**config.mk**
```make
export PLATFORM = sky130hd
export DESIGN_NAME = npu_sram_operand_reader_flat
export DESIGN_NICKNAME = d
export VERILOG_FILES = /design/src/rtl/npu_sram_operand_reader_if.sv /design/src/rtl/npu_sram_operand_reader.sv /design/src/flat_wrapper.sv
export SDC_FILE = /design/constraint.sdc
export NUM_CORES = 1
export LEC_CHECK = 0
export ABC_CLOCK_PERIOD_IN_PS = 2800
export CAP_MARGIN = 20
export CORE_ASPECT_RATIO = 2
export CORE_MARGIN = 5
export CORE_UTILIZATION = 40
export DETAILED_ROUTE_END_ITERATION = 7
export DONT_BUFFER_PORTS = 1
export PLACE_DENSITY = 0.62
export SYNTH_ARGS = -nofsm -noshare
export SYNTH_HDL_FRONTEND = slang
export SYNTH_SLANG_ARGS = --single-unit
```
**constraint.sdc**
```tcl
create_clock -name clk -period 2.8 [get_ports clk]
set_input_delay 0.42 -clock clk [delete_from_list [all_inputs] [get_ports clk]]
set_output_delay 0.42 -clock clk [all_outputs]
set_load 0.1 [all_outputs]
```
**src/rtl/npu_sram_operand_reader_if.sv**
```systemverilog
// Command, SRAM-port and output-stream signals of the operand reader.
// The slave modport is the reader's view; master is the surrounding system's view.
interface npu_sram_operand_reader_if #(
  parameter int unsigned ADDR_W = 12,
  parameter int unsigned DATA_W = 16,
  parameter int unsigned LEN_W  = 13
);
  logic              start;
  logic [ADDR_W-1:0] base_addr;
  logic [ADDR_W-1:0] stride;
  logic [LEN_W-1:0]  length;
  logic              clear;
  logic              busy;
  logic              done;

  logic [ADDR_W-1:0] sram_address;
  logic              sram_chipselect;
  logic              sram_write;
  logic [1:0]        sram_byteenable;
  logic              sram_clken;
  logic [DATA_W-1:0] sram_readdata;

  logic [DATA_W-1:0] out_data;
  logic              out_valid;
  logic              out_last;
  logic              out_ready;

  modport master (
    output start, base_addr, stride, length, clear, sram_readdata, out_ready,
    input  busy, done, sram_address, sram_chipselect, sram_write, sram_byteenable, sram_clken,
    input  out_data, out_valid, out_last
  );

  modport slave (
    input  start, base_addr, stride, length, clear, sram_readdata, out_ready,
    output busy, done, sram_address, sram_chipselect, sram_write, sram_byteenable, sram_clken,
    output out_data, out_valid, out_last
  );
endinterface

```
**src/rtl/npu_sram_operand_reader.sv**
```systemverilog
// Strided SRAM read DMA feeding a valid/ready stream. A 2-entry first-word-fall-through
// FIFO absorbs the 1-cycle SRAM read latency and downstream backpressure at 1 word/cycle.
module npu_sram_operand_reader #(
  parameter int unsigned ADDR_W = 12,
  parameter int unsigned DATA_W = 16,
  parameter int unsigned LEN_W  = 13
) (
  input logic                      clk,
  input logic                      reset_n,
  npu_sram_operand_reader_if.slave bus_io
);

  localparam logic [LEN_W-1:0] MaxLen = LEN_W'(2 ** ADDR_W);

  typedef enum logic [1:0] {StIdle, StRun, StDrain, StDone} state_e;

  state_e            state_q, state_d;
  logic [ADDR_W-1:0] addr_q, addr_d;
  logic [ADDR_W-1:0] stride_q, stride_d;
  logic [LEN_W-1:0]  len_q, len_d;
  logic [LEN_W-1:0]  issued_q, issued_d;
  logic [LEN_W-1:0]  accepted_q, accepted_d;
  logic              inflight_q, inflight_d;
  logic              inflight_last_q, inflight_last_d;
  logic [DATA_W-1:0] head_data_q, head_data_d;
  logic [DATA_W-1:0] tail_data_q, tail_data_d;
  logic              head_last_q, head_last_d;
  logic              tail_last_q, tail_last_d;
  logic [1:0]        count_q, count_d;

  logic [LEN_W-1:0]  len_clamped;
  logic              out_valid;
  logic              pop;
  logic              push;
  logic [1:0]        occ_next;
  logic              issue;
  logic              last_issue;

  assign len_clamped = (bus_io.length > MaxLen) ? MaxLen : bus_io.length;
  assign out_valid   = (count_q != 2'd0);
  assign pop         = out_valid & bus_io.out_ready;
  assign push        = inflight_q;
  // Occupancy once this cycle's pop and the returning read are both accounted for.
  assign occ_next    = count_q + {1'b0, inflight_q} - {1'b0, pop};
  assign issue       = (state_q == StRun) && (occ_next < 2'd2);
  assign last_issue  = issue && (issued_q == len_q - LEN_W'(1));

  always_comb begin
    state_d    = state_q;
    addr_d     = addr_q;
    stride_d   = stride_q;
    len_d      = len_q;
    issued_d   = issued_q;
    accepted_d = accepted_q;
    if (pop) begin
      accepted_d = accepted_q + LEN_W'(1);
    end
    unique case (state_q)
      StIdle: begin
        if (bus_io.start) begin
          addr_d     = bus_io.base_addr;
          stride_d   = bus_io.stride;
          len_d      = len_clamped;
          issued_d   = '0;
          accepted_d = '0;
          state_d    = (len_clamped == '0) ? StDone : StRun;
        end
      end
      StRun: begin
        if (issue) begin
          addr_d   = addr_q + stride_q;
          issued_d = issued_q + LEN_W'(1);
        end
        if (last_issue) begin
          state_d = StDrain;
        end
      end
      StDrain: begin
        if (pop && (accepted_q == len_q - LEN_W'(1))) begin
          state_d = StDone;
        end
      end
      StDone:  state_d = StIdle;
      default: state_d = StIdle;
    endcase
    if (bus_io.clear) begin
      state_d = StIdle;
    end
  end

  always_comb begin
    head_data_d     = head_data_q;
    head_last_d     = head_last_q;
    tail_data_d     = tail_data_q;
    tail_last_d     = tail_last_q;
    count_d         = count_q;
    inflight_d      = issue;
    inflight_last_d = last_issue;
    unique case ({push, pop})
      2'b10: begin
        if (count_q == 2'd0) begin
          head_data_d = bus_io.sram_readdata;
          head_last_d = inflight_last_q;
        end else begin
          tail_data_d = bus_io.sram_readdata;
          tail_last_d = inflight_last_q;
        end
        count_d = count_q + 2'd1;
      end
      2'b01: begin
        head_data_d = tail_data_q;
        head_last_d = tail_last_q;
        count_d     = count_q - 2'd1;
      end
      2'b11: begin
        if (count_q == 2'd1) begin
          head_data_d = bus_io.sram_readdata;
          head_last_d = inflight_last_q;
        end else begin
          head_data_d = tail_data_q;
          head_last_d = tail_last_q;
          tail_data_d = bus_io.sram_readdata;
          tail_last_d = inflight_last_q;
        end
      end
      default: ;
    endcase
    // Abort drops both buffered words and the read still returning from the SRAM.
    if (bus_io.clear) begin
      count_d         = 2'd0;
      inflight_d      = 1'b0;
      inflight_last_d = 1'b0;
    end
  end

  always_ff @(posedge clk or negedge reset_n) begin
    if (!reset_n) begin
      state_q         <= StIdle;
      addr_q          <= '0;
      stride_q        <= '0;
      len_q           <= '0;
      issued_q        <= '0;
      accepted_q      <= '0;
      inflight_q      <= 1'b0;
      inflight_last_q <= 1'b0;
      head_data_q     <= '0;
      head_last_q     <= 1'b0;
      tail_data_q     <= '0;
      tail_last_q     <= 1'b0;
      count_q         <= 2'd0;
    end else begin
      state_q         <= state_d;
      addr_q          <= addr_d;
      stride_q        <= stride_d;
      len_q           <= len_d;
      issued_q        <= issued_d;
      accepted_q      <= accepted_d;
      inflight_q      <= inflight_d;
      inflight_last_q <= inflight_last_d;
      head_data_q     <= head_data_d;
      head_last_q     <= head_last_d;
      tail_data_q     <= tail_data_d;
      tail_last_q     <= tail_last_d;
      count_q         <= count_d;
    end
  end

  assign bus_io.busy            = (state_q == StRun) || (state_q == StDrain);
  assign bus_io.done            = (state_q == StDone);
  assign bus_io.sram_address    = addr_q;
  assign bus_io.sram_chipselect = issue;
  assign bus_io.sram_write      = 1'b0;
  assign bus_io.sram_byteenable = 2'b11;
  assign bus_io.sram_clken      = 1'b1;
  assign bus_io.out_data        = head_data_q;
  assign bus_io.out_valid       = out_valid;
  assign bus_io.out_last        = out_valid & head_last_q;

endmodule

```
**src/flat_wrapper.sv**
```systemverilog
// flat-port wrapper written by rule: the top's interface ports become plain ports
module npu_sram_operand_reader_flat 
#(
  parameter int unsigned ADDR_W = 12,
  parameter int unsigned DATA_W = 16,
  parameter int unsigned LEN_W  = 13
)
  (clk, reset_n, bus_io_start, bus_io_base_addr, bus_io_stride, bus_io_length, bus_io_clear, bus_io_sram_readdata, bus_io_out_ready, bus_io_busy, bus_io_done, bus_io_sram_address, bus_io_sram_chipselect, bus_io_sram_write, bus_io_sram_byteenable, bus_io_sram_clken, bus_io_out_data, bus_io_out_valid, bus_io_out_last);
  npu_sram_operand_reader_if #(.ADDR_W(ADDR_W), .DATA_W(DATA_W), .LEN_W(LEN_W)) bus_io_i ();
  input logic clk;
  input logic reset_n;
  input wire logic [$bits(bus_io_i.start)-1:0] bus_io_start;
  input wire logic [$bits(bus_io_i.base_addr)-1:0] bus_io_base_addr;
  input wire logic [$bits(bus_io_i.stride)-1:0] bus_io_stride;
  input wire logic [$bits(bus_io_i.length)-1:0] bus_io_length;
  input wire logic [$bits(bus_io_i.clear)-1:0] bus_io_clear;
  input wire logic [$bits(bus_io_i.sram_readdata)-1:0] bus_io_sram_readdata;
  input wire logic [$bits(bus_io_i.out_ready)-1:0] bus_io_out_ready;
  output wire logic [$bits(bus_io_i.busy)-1:0] bus_io_busy;
  output wire logic [$bits(bus_io_i.done)-1:0] bus_io_done;
  output wire logic [$bits(bus_io_i.sram_address)-1:0] bus_io_sram_address;
  output wire logic [$bits(bus_io_i.sram_chipselect)-1:0] bus_io_sram_chipselect;
  output wire logic [$bits(bus_io_i.sram_write)-1:0] bus_io_sram_write;
  output wire logic [$bits(bus_io_i.sram_byteenable)-1:0] bus_io_sram_byteenable;
  output wire logic [$bits(bus_io_i.sram_clken)-1:0] bus_io_sram_clken;
  output wire logic [$bits(bus_io_i.out_data)-1:0] bus_io_out_data;
  output wire logic [$bits(bus_io_i.out_valid)-1:0] bus_io_out_valid;
  output wire logic [$bits(bus_io_i.out_last)-1:0] bus_io_out_last;
  assign bus_io_i.start = bus_io_start;
  assign bus_io_i.base_addr = bus_io_base_addr;
  assign bus_io_i.stride = bus_io_stride;
  assign bus_io_i.length = bus_io_length;
  assign bus_io_i.clear = bus_io_clear;
  assign bus_io_i.sram_readdata = bus_io_sram_readdata;
  assign bus_io_i.out_ready = bus_io_out_ready;
  assign bus_io_busy = bus_io_i.busy;
  assign bus_io_done = bus_io_i.done;
  assign bus_io_sram_address = bus_io_i.sram_address;
  assign bus_io_sram_chipselect = bus_io_i.sram_chipselect;
  assign bus_io_sram_write = bus_io_i.sram_write;
  assign bus_io_sram_byteenable = bus_io_i.sram_byteenable;
  assign bus_io_sram_clken = bus_io_i.sram_clken;
  assign bus_io_out_data = bus_io_i.out_data;
  assign bus_io_out_valid = bus_io_i.out_valid;
  assign bus_io_out_last = bus_io_i.out_last;
  npu_sram_operand_reader #(.ADDR_W(ADDR_W), .DATA_W(DATA_W), .LEN_W(LEN_W)) u_core (.clk(clk), .reset_n(reset_n), .bus_io(bus_io_i));
endmodule
```
==> run metrics <==
Post-synth top flop dfrtp_1; top post-synthesis cells by area dfrtp_1 44%, nand2_1 7.2%, ha_1 4.9%; Post-Syn Area 5910 um^2; period utilization 0.993; Worst R2R Path Depth 8; Min-Delay Path Class input port to async pin; drt total wl 14800 um; CTS root buffer clkbuf_16; relative slew slack 0.349; most frequent cells in the layout 111 x nand2_1, 100 x dfrtp_1, 57 x buf_4; clock tree from TritonCTS done; critical path peak fanout 7; die width 95.9 um; clock-pin transition on the worst setup and hold timing paths 0.08 ns; Final min period 2.78 ns; First-pass DRT Iterations 5; Unique masters post-synth 62; Ys Warns 0; placed cells 864; number of clock sinks 103; DP HPWL 10800 um; die area 17400 um^2; commonest non-fill, non-tap cell in the layout nand2_1; Layout Skew around 0.0084 ns; Max clock buf depth 2; Final Max Tran Viols 0; CTS Buf Count 9; Vias 4795; Vias/cell 5.39; Final ANT Viol Nets 0; initial antenna violation count 0; CP Launch Type register; register bit total from synthesis 103; grt total ovfl 0; WHS -0.236 ns; share of flip-flops with an asynchronous set or reset 1.00; Worst EP arrival 3.02 ns; RSZ-0062 raised after global routing true; failing checks negative hold slack; core area 14700 um^2; clock latency at the later pin of the worst-skew pair 0.34 ns; number of flops mapped to enable cells by yosys 0; crit-path cells or4b_4 -> nor3_4 -> xnor2_2 -> o2111ai_2 -> or4b_4 -> o21ai_4 -> a21oi_2 -> a311oi_1; # setup viols final 0; GP Congestion 0.943; floorplan row count 63; CP peak stage delay 0.65 ns; drt wl/cell 16.7 um; Post-Layout Cell Count 889; synth-to-layout area growth 17.2%; largest net degree at the start of global routing around 100; post-synth top area share 0.436; post-synthesis sequential area ratio 0.436; slowest cell on the critical path or4b_4; vias in the first global route 4803; GRT Util Overall 0.174; Diodes inserted 0; Cells after Synth 650; I/O pin total 95; cell repeated most along the worst path or4b_4; share of layout cells above drive strength 1 0.190; H-Tree Depth 3; status finished, violations left; CP endpoint kind register; Final Hold Fails approximately 100; Peak Freq 360 MHz; Slew @ Worst Pin roughly 0.98 ns; 1st-iter DRT viols 231; Setup CP Type register to register; initial core utilization 0.403; DRC 0; Worst Path Required slightly above 3 ns; largest area contributor in the netlist dfrtp_1; first-pass GRT wire length approximately 24000 um; Max Cap Viol 0; Syn Area/Cell 9.09 um^2; Final nets about 770; die height 182 um; Port-buffer cells 0
## per-stage QoR
step           hold WS [ns]  area (um^2)  TNS, ns  utilization  worst slack (ns)
2_1_floorplan         0.124         5940        0            -           0.00268
5_1_grt              -0.249         6920   -0.388        0.472            -0.128
4_1_cts              -0.246         6770        0        0.462            0.0223
3_5_place_dp          0.130         6420   -0.156        0.438           -0.0942
3_3_place_gp          0.129         6420  -0.0853        0.438           -0.0451
6_report             -0.236         6920        0        0.472            0.0208
## cell type report
type / count / area [um^2]
fillers: 1437 / 7740
multi-input cells: 495 / 3260
flip-flops and latches: 103 / 2580
repair buffers: 60 / 470
well taps: 195 / 244
clock buffers: 9 / 225
inverters: 20 / 75.1
clock inverters: 7 / 67.6
## state kept, by name, summed over array words and instances, names as in the netlist, 2 cells and up
| signal | cells |
|---|---|
| u_core.accepted_q | 13 |
| u_core.bus_io.out_data | 16 |
| u_core.bus_io.sram_address | 12 |
| u_core.count_q | 2 |
| u_core.issued_q | 13 |
| u_core.len_q | 13 |
| u_core.state_q | 2 |
| u_core.stride_q | 12 |
| u_core.tail_data_q | 16 |
## cells in the mapped netlist (all sizes together), types with 3 or more instances
cell and n:
a31oi 5, nand3 20, clkbuf 24, nor3 12, xnor2 22, o21ai 51
mux2i 7, inv 19, a22oi 17, nor4 9, nand3b 11, and3 5
or2 4, a21oi 33, nor2b 10, ha 23, nor2 42, o211ai 3
or4 4, a22o 4, nand4 10, buf 11, xor2 23, or3 11
nand2 113, dfrtp 103, mux2 20
## final timing paths
kind | start | end | slack [ns]
hold reg to reg | u_core.stride_q[4] | u_core.stride_q[4] | 0.48
setup reg to reg | u_core.len_q[2] | u_core.state_q[1] | 0.02
setup / recovery | u_core.len_q[2] | u_core.state_q[1] | 0.02
hold / removal | reset_n | u_core.accepted_q[9] | -0.24
min in group clk | bus_io_clear | u_core.state_q[0] | 0.12
max in group asynchronous | reset_n | u_core.bus_io.sram_address[9] | 2.88
## layer usage
| metal | part of all wire | vias to the layer above | track usage |
|---|---|---|---|
| li1 | - | 2344 | - |
| met1 | 0.41 | 2285 | 0.224 |
| met2 | 0.49 | 140 | 0.279 |
| met3 | 0.070 | 26 | 0.0473 |
| met4 | 0.027 | 0 | 0.0604 |
| met5 | 0 | - | 0 |
## logic make-up (layout without fill, tap and decap cells)
| logic type | count (synthesis) | in the layout | share of synthesized area |
|---|---|---|---|
| xor+xnor | 45 | 45 | 0.0667 |
| other cells | 2 | 4 | 0.00127 |
| fa+ha+maj | 24 | 24 | 0.0521 |
| compound gates | 136 | 136 | 0.146 |
| buf+inv | 55 | 96 | 0.0407 |
| simple gates | 258 | 259 | 0.207 |
| flops | 103 | 103 | 0.436 |
| mux | 27 | 27 | 0.0500 |
## repair_timing
item / in CTS / in global routing
setup buffers: 3 / 5
pin swaps: 5 / 8
gates resized for setup: 7 / 21
setup endpoints to repair: 3 / 14
hold endpoints to repair: 103 / 103
gates cloned: 0 / 1
## critical path: cells and delay by family (launching register included)
kind	cells	cell delay [ns]
flops	1	0.50
xor+xnor	1	0.16
compound gates	4	0.65
simple gates	3	1.39
Power is left out: the tool's default activity adds up to more than one toggle a clock period on the data nets, which glitch-free logic cannot reach.
==> variant 1: new RTL, same settings <==
Encoding of `state_e`: now one-hot (4 bits for 4 states).
--- a/src/rtl/npu_sram_operand_reader.sv
+++ b/src/rtl/npu_sram_operand_reader.sv
@@ -13,5 +13,5 @@
   localparam logic [LEN_W-1:0] MaxLen = LEN_W'(2 ** ADDR_W);
 
-  typedef enum logic [1:0] {StIdle, StRun, StDrain, StDone} state_e;
+  typedef enum logic [3:0] {StIdle = 4'b0001, StRun = 4'b0010, StDrain = 4'b0100, StDone = 4'b1000} state_e;
 
   state_e            state_q, state_d;
Check against the original RTL: no difference found for any inputs over 4 cycles, from zero or initial values and one cycle with reset_n low; so few cycles prove little.
==> variant 1 against the original RTL <==
The run still ends with negative hold slack left; routed wire length shrank 0.75%; clock skew up 0.0051 ns; synthesized area shrank 1.1%; count of clock-buffer cells in the layout is 2 higher; design area is 5.6% lower; first-iteration DRC count fell by 21%; sequential cell count grew 2; setup slack gained 0.11 ns; die area decreased by 1.0%; critical path type is now register to output port; critical endpoint is now bus_io_sram_chipselect; largest cell class unchanged.
==> variant 1: results (changes against the original RTL) <==
* Layout cells sized above 1 at 13.56% (-5.5 points)
* CTS resizes at 1 (-6)
* Largest cells by area after synthesis: dfrtp_1 45%, nand2_1 5.7%, xnor2_1 5.4%
* Initial drt markers at 182 (-21%)
* Postcts setup bufs at 0 (-3)
* Placed cell count at 803 (-7.1%)
* Final Non-Filler Cells at 819 (-7.9%)
* Post-DP Area at 6217 sq um (-3.2%)
* Met3 WL at 705 um (-32%)
* Netlist cell types at 64 (+3.2%)
* Register area share after synthesis at 44.98% (+1.4 points)
* Violations in the final reports: negative hold slack
* Post-Place Setup Slack at 0.09811 ns (+0.1924 ns)
* Met1 Use GR at 17.78% (-4.6 points)
* WP data arrival at 2.24 ns (-0.78 ns)
* WL met2 at 8089 um (+11%)
* Final Hold Slack at -0.2476 ns (-0.01128 ns)
* Clk_skew at 0.01350 ns (+0.005134 ns)
* Final Hold Viols at 105 (+1.9%)
* 1st-pass router iterations at 4 (-1)
* Layout net count at 700 (-9.2%)
* CTS H-tree lvls at 3 (unchanged)
* Sw frac at 46.41%
* Post-synthesis mux area share at 4.132% (-0.87 points)
* Largest net degree at the start of global routing at 106 (+1.9%)
* All-layer global routing usage at 17.71% (+0.27 points)
* Compound-gate portion of the synthesized area at 14.11% (-0.46 points)
* Dpl hpwl at 11180 um (+3.8%)
* Synthesized area per cell at 9.581 sq um (+5.4%)
* Status: finished, violations left
* M2 GR Usage at 32.43% (+4.5 points)
* Max_slew headroom at 33.45% (-1.4 points)
* Vias in the first global route at 4851 (+1.0%)
* Via density at 5.547 (+2.8%)
* Met3 usage at 3.913% (-0.81 points)
* Metal1 wirelength at 5162 um (-16%)
* Fill count at 1376 (-4.2%)
* Synth Area in Adders at 4.410% (-0.80 points)
* Final RePlAce weighted congestion at 0.9058 (-3.9%)
* First-pass GRT wire length at 23990 um (-0.63%)
* Post-synth top cells: 104 x dfrtp_1, 89 x nand2_1, 36 x nor2_1, 36 x xnor2_1, 32 x o21ai_0
## variant 1: cell types whose count changed after synthesis, sizes merged, moves of 4 or more
cell    delta
nand2     -23
xnor2     +14
a21oi     -11
nand3b     -7
a22o       +5
a22oi      +5
and3       +5
nand3      -5
clkbuf     -4
ha         -4
nor3b      +4
## variant 1: kinds of logic after synthesis
group / after synthesis
simple gates: 220
compound gates: 131
flops: 105
xor+xnor: 61
buf+inv: 49
mux: 22
fa+ha+maj: 20
other cells: 2
## variant 1: worst max-delay path: stages, from the launching register on
cell and delay, ns:
dfrtp_1 0.38, inv_1 0.08, ha_1 0.21, nor2b_1 0.15, ha_1 0.26, nor2b_1 0.17
xnor2_1 0.11, nand2b_2 0.29, inv_6 0.25
## variant 1: final timing paths
check                              startpoint  depth (start not counted)                     end  slack (ns)
setup / recovery            u_core.count_q[0]                          8  bus_io_sram_chipselect        0.14
hold reg to reg            u_core.stride_q[0]                          2      u_core.stride_q[0]        0.48
max in group asynchronous             reset_n                          0       u_core.state_q[0]        2.88
min in group clk                 bus_io_clear                          1  u_core.inflight_last_q        0.13
hold / removal                        reset_n                          0      u_core.stride_q[6]       -0.25
setup reg to reg            u_core.count_q[0]                         11     u_core.issued_q[10]        0.16
## variant 1: layout make-up
class	instances	area share, %
Sequential cell	105	40.23
Clock inverter	5	0.9766
Multi-Input combinational cell	458	46.99
Tap cell	192	3.677
Clock buffer	11	3.562
Timing Repair Buffer	30	3.447
Inverter	18	1.111
## variant 1: stage by stage
stage / power [uW] / utilization (%) / hold WS (ns)
finish: 6151 / 45.53 / -0.2476
global route: 6482 / 45.53 / -0.2669
CTS: 6196 / 45.41 / -0.2572
detailed placement: 4908 / 43.32 / 0.1276
global placement: 4829 / 43.32 / 0.1277
floorplan: 4437 / - / 0.1244
==> variant 2: new RTL, same settings <==
Without the edit above. `ADDR_W` is set to 12 in 3 places; all go to 10.
--- a/src/rtl/npu_sram_operand_reader_if.sv
+++ b/src/rtl/npu_sram_operand_reader_if.sv
@@ -2,5 +2,5 @@
 // The slave modport is the reader's view; master is the surrounding system's view.
 interface npu_sram_operand_reader_if #(
-  parameter int unsigned ADDR_W = 12,
+  parameter int unsigned ADDR_W = 10,
   parameter int unsigned DATA_W = 16,
   parameter int unsigned LEN_W  = 13
--- a/src/rtl/npu_sram_operand_reader.sv
+++ b/src/rtl/npu_sram_operand_reader.sv
@@ -2,5 +2,5 @@
 // FIFO absorbs the 1-cycle SRAM read latency and downstream backpressure at 1 word/cycle.
 module npu_sram_operand_reader #(
-  parameter int unsigned ADDR_W = 12,
+  parameter int unsigned ADDR_W = 10,
   parameter int unsigned DATA_W = 16,
   parameter int unsigned LEN_W  = 13
--- a/src/flat_wrapper.sv
+++ b/src/flat_wrapper.sv
@@ -2,5 +2,5 @@
 module npu_sram_operand_reader_flat 
 #(
-  parameter int unsigned ADDR_W = 12,
+  parameter int unsigned ADDR_W = 10,
   parameter int unsigned DATA_W = 16,
   parameter int unsigned LEN_W  = 13
Interface: changed (resized bus_io_base_addr, bus_io_sram_address and bus_io_stride); port bits go from 95 to 89. No check against the original RTL was run, so the function may have changed too.
==> variant 2 against the original RTL <==
The flow finishes with violations (negative hold slack, negative setup slack); worst hold slack better by 0.19 ns; sequential cell count shrank 4; non-clock buffer count is 16 lower; setup slack lost 0.024 ns; routed wire length shrank 10%; design area fell by 7.4%; global-route usage shrank 0.84 points; clock skew fell by 0.0010 ns; synthesized area shrank 6.1%; first-iteration DRC count shrank 7.8%; largest cell class unchanged; highest routed layer unchanged.
==> variant 2: results (changes against the original RTL) <==
* Final RePlAce weighted congestion at 0.7977 (-15%)
* Met3 usage at 3.454% (-1.3 points)
* WL met2 at 6520 um (-10%)
* 1st-pass router iterations at 4 (-1)
* Status: finished, violations left
* Worst-margin pin slew at 0.9484 ns (-0.02838 ns)
* First-pass GRT wire length at 21740 um (-10%)
* Final Hold Slack at -0.04377 ns (+0.1925 ns)
* Metal1 wirelength at 5769 um (-6.2%)
* Critical path's slowest cell: nor4_4
* Xor/xnor share of the synthesized area at 7.980% (+1.3 points)
* Violations in the final reports: negative hold slack, negative setup slack
* Post-synth top cells: 99 x dfrtp_1, 90 x nand2_1, 48 x o21ai_0, 37 x nor2_1
* FF-to-FF path depth at 9 (+1)
* Post-DP Area at 5936 sq um (-7.6%)
* RR Startpoint: u_core.len_q[6]
* WL/cell at 17.02 um (+2.0%)
* Compound-gate portion of the synthesized area at 14.07% (-0.50 points)
* Largest net degree at the start of global routing at 100 (-3.8%)
* Worst-path fanout max at 8 (+1)
* Final Hold Viols at 17 (-83%)
* Setup Viol. Count Final at 1 (+1)
* Slack of the critical path at -0.003705 ns (-0.02450 ns)
* Met1 Use GR at 22.23% (-0.18 points)
* Register area share after synthesis at 44.63% (+1.0 points)
* WP data arrival at 3.06 ns (+0.04 ns)
* Layout cells sized above 1 at 16.48% (-2.5 points)
* Largest cells by area after synthesis: dfrtp_1 45%, nand2_1 6.1%, ha_1 4.7%
* Synth Area in Adders at 5.095% (-0.11 points)
* Post-Place Setup Slack at -0.07756 ns (+0.01669 ns)
* Met3 WL at 818 um (-21%)
* Postcts setup bufs at 0 (-3)
* Post-synthesis mux area share at 4.531% (-0.47 points)
## variant 2: changes by cell type after synthesis, moves of 4 or more
cell      change
inv_1         +6
nand2_1      -23
or4_1         -4
o31ai_1       +4
a21oi_1      -18
nor2_1        -5
or2_2         -4
or3_1         -5
dfrtp_1       -4
nand3b_1      -8
## variant 2: through the flow
stage          hold slack (ns)  util (%)  setup TNS, ns  std cells
2_1_floorplan           0.1244         -              0        596
3_3_place_gp            0.1282     43.21              0        760
3_5_place_dp            0.1284     43.21        -0.1172        760
4_1_cts                0.01647     45.68              0        777
5_1_grt                0.01855     46.67        -0.1619        782
6_report              -0.04377     46.67      -0.003705        782
## variant 2: cell type report
type | count | area [sq um]
fill | 1317 | 7327
timing repair buffer | 44 | 362.8
inverter | 25 | 93.84
clock buffer | 9 | 225.2
tap | 157 | 196.4
clock inverter | 7 | 68.82
multi-input combinational | 441 | 2984
sequential | 99 | 2480
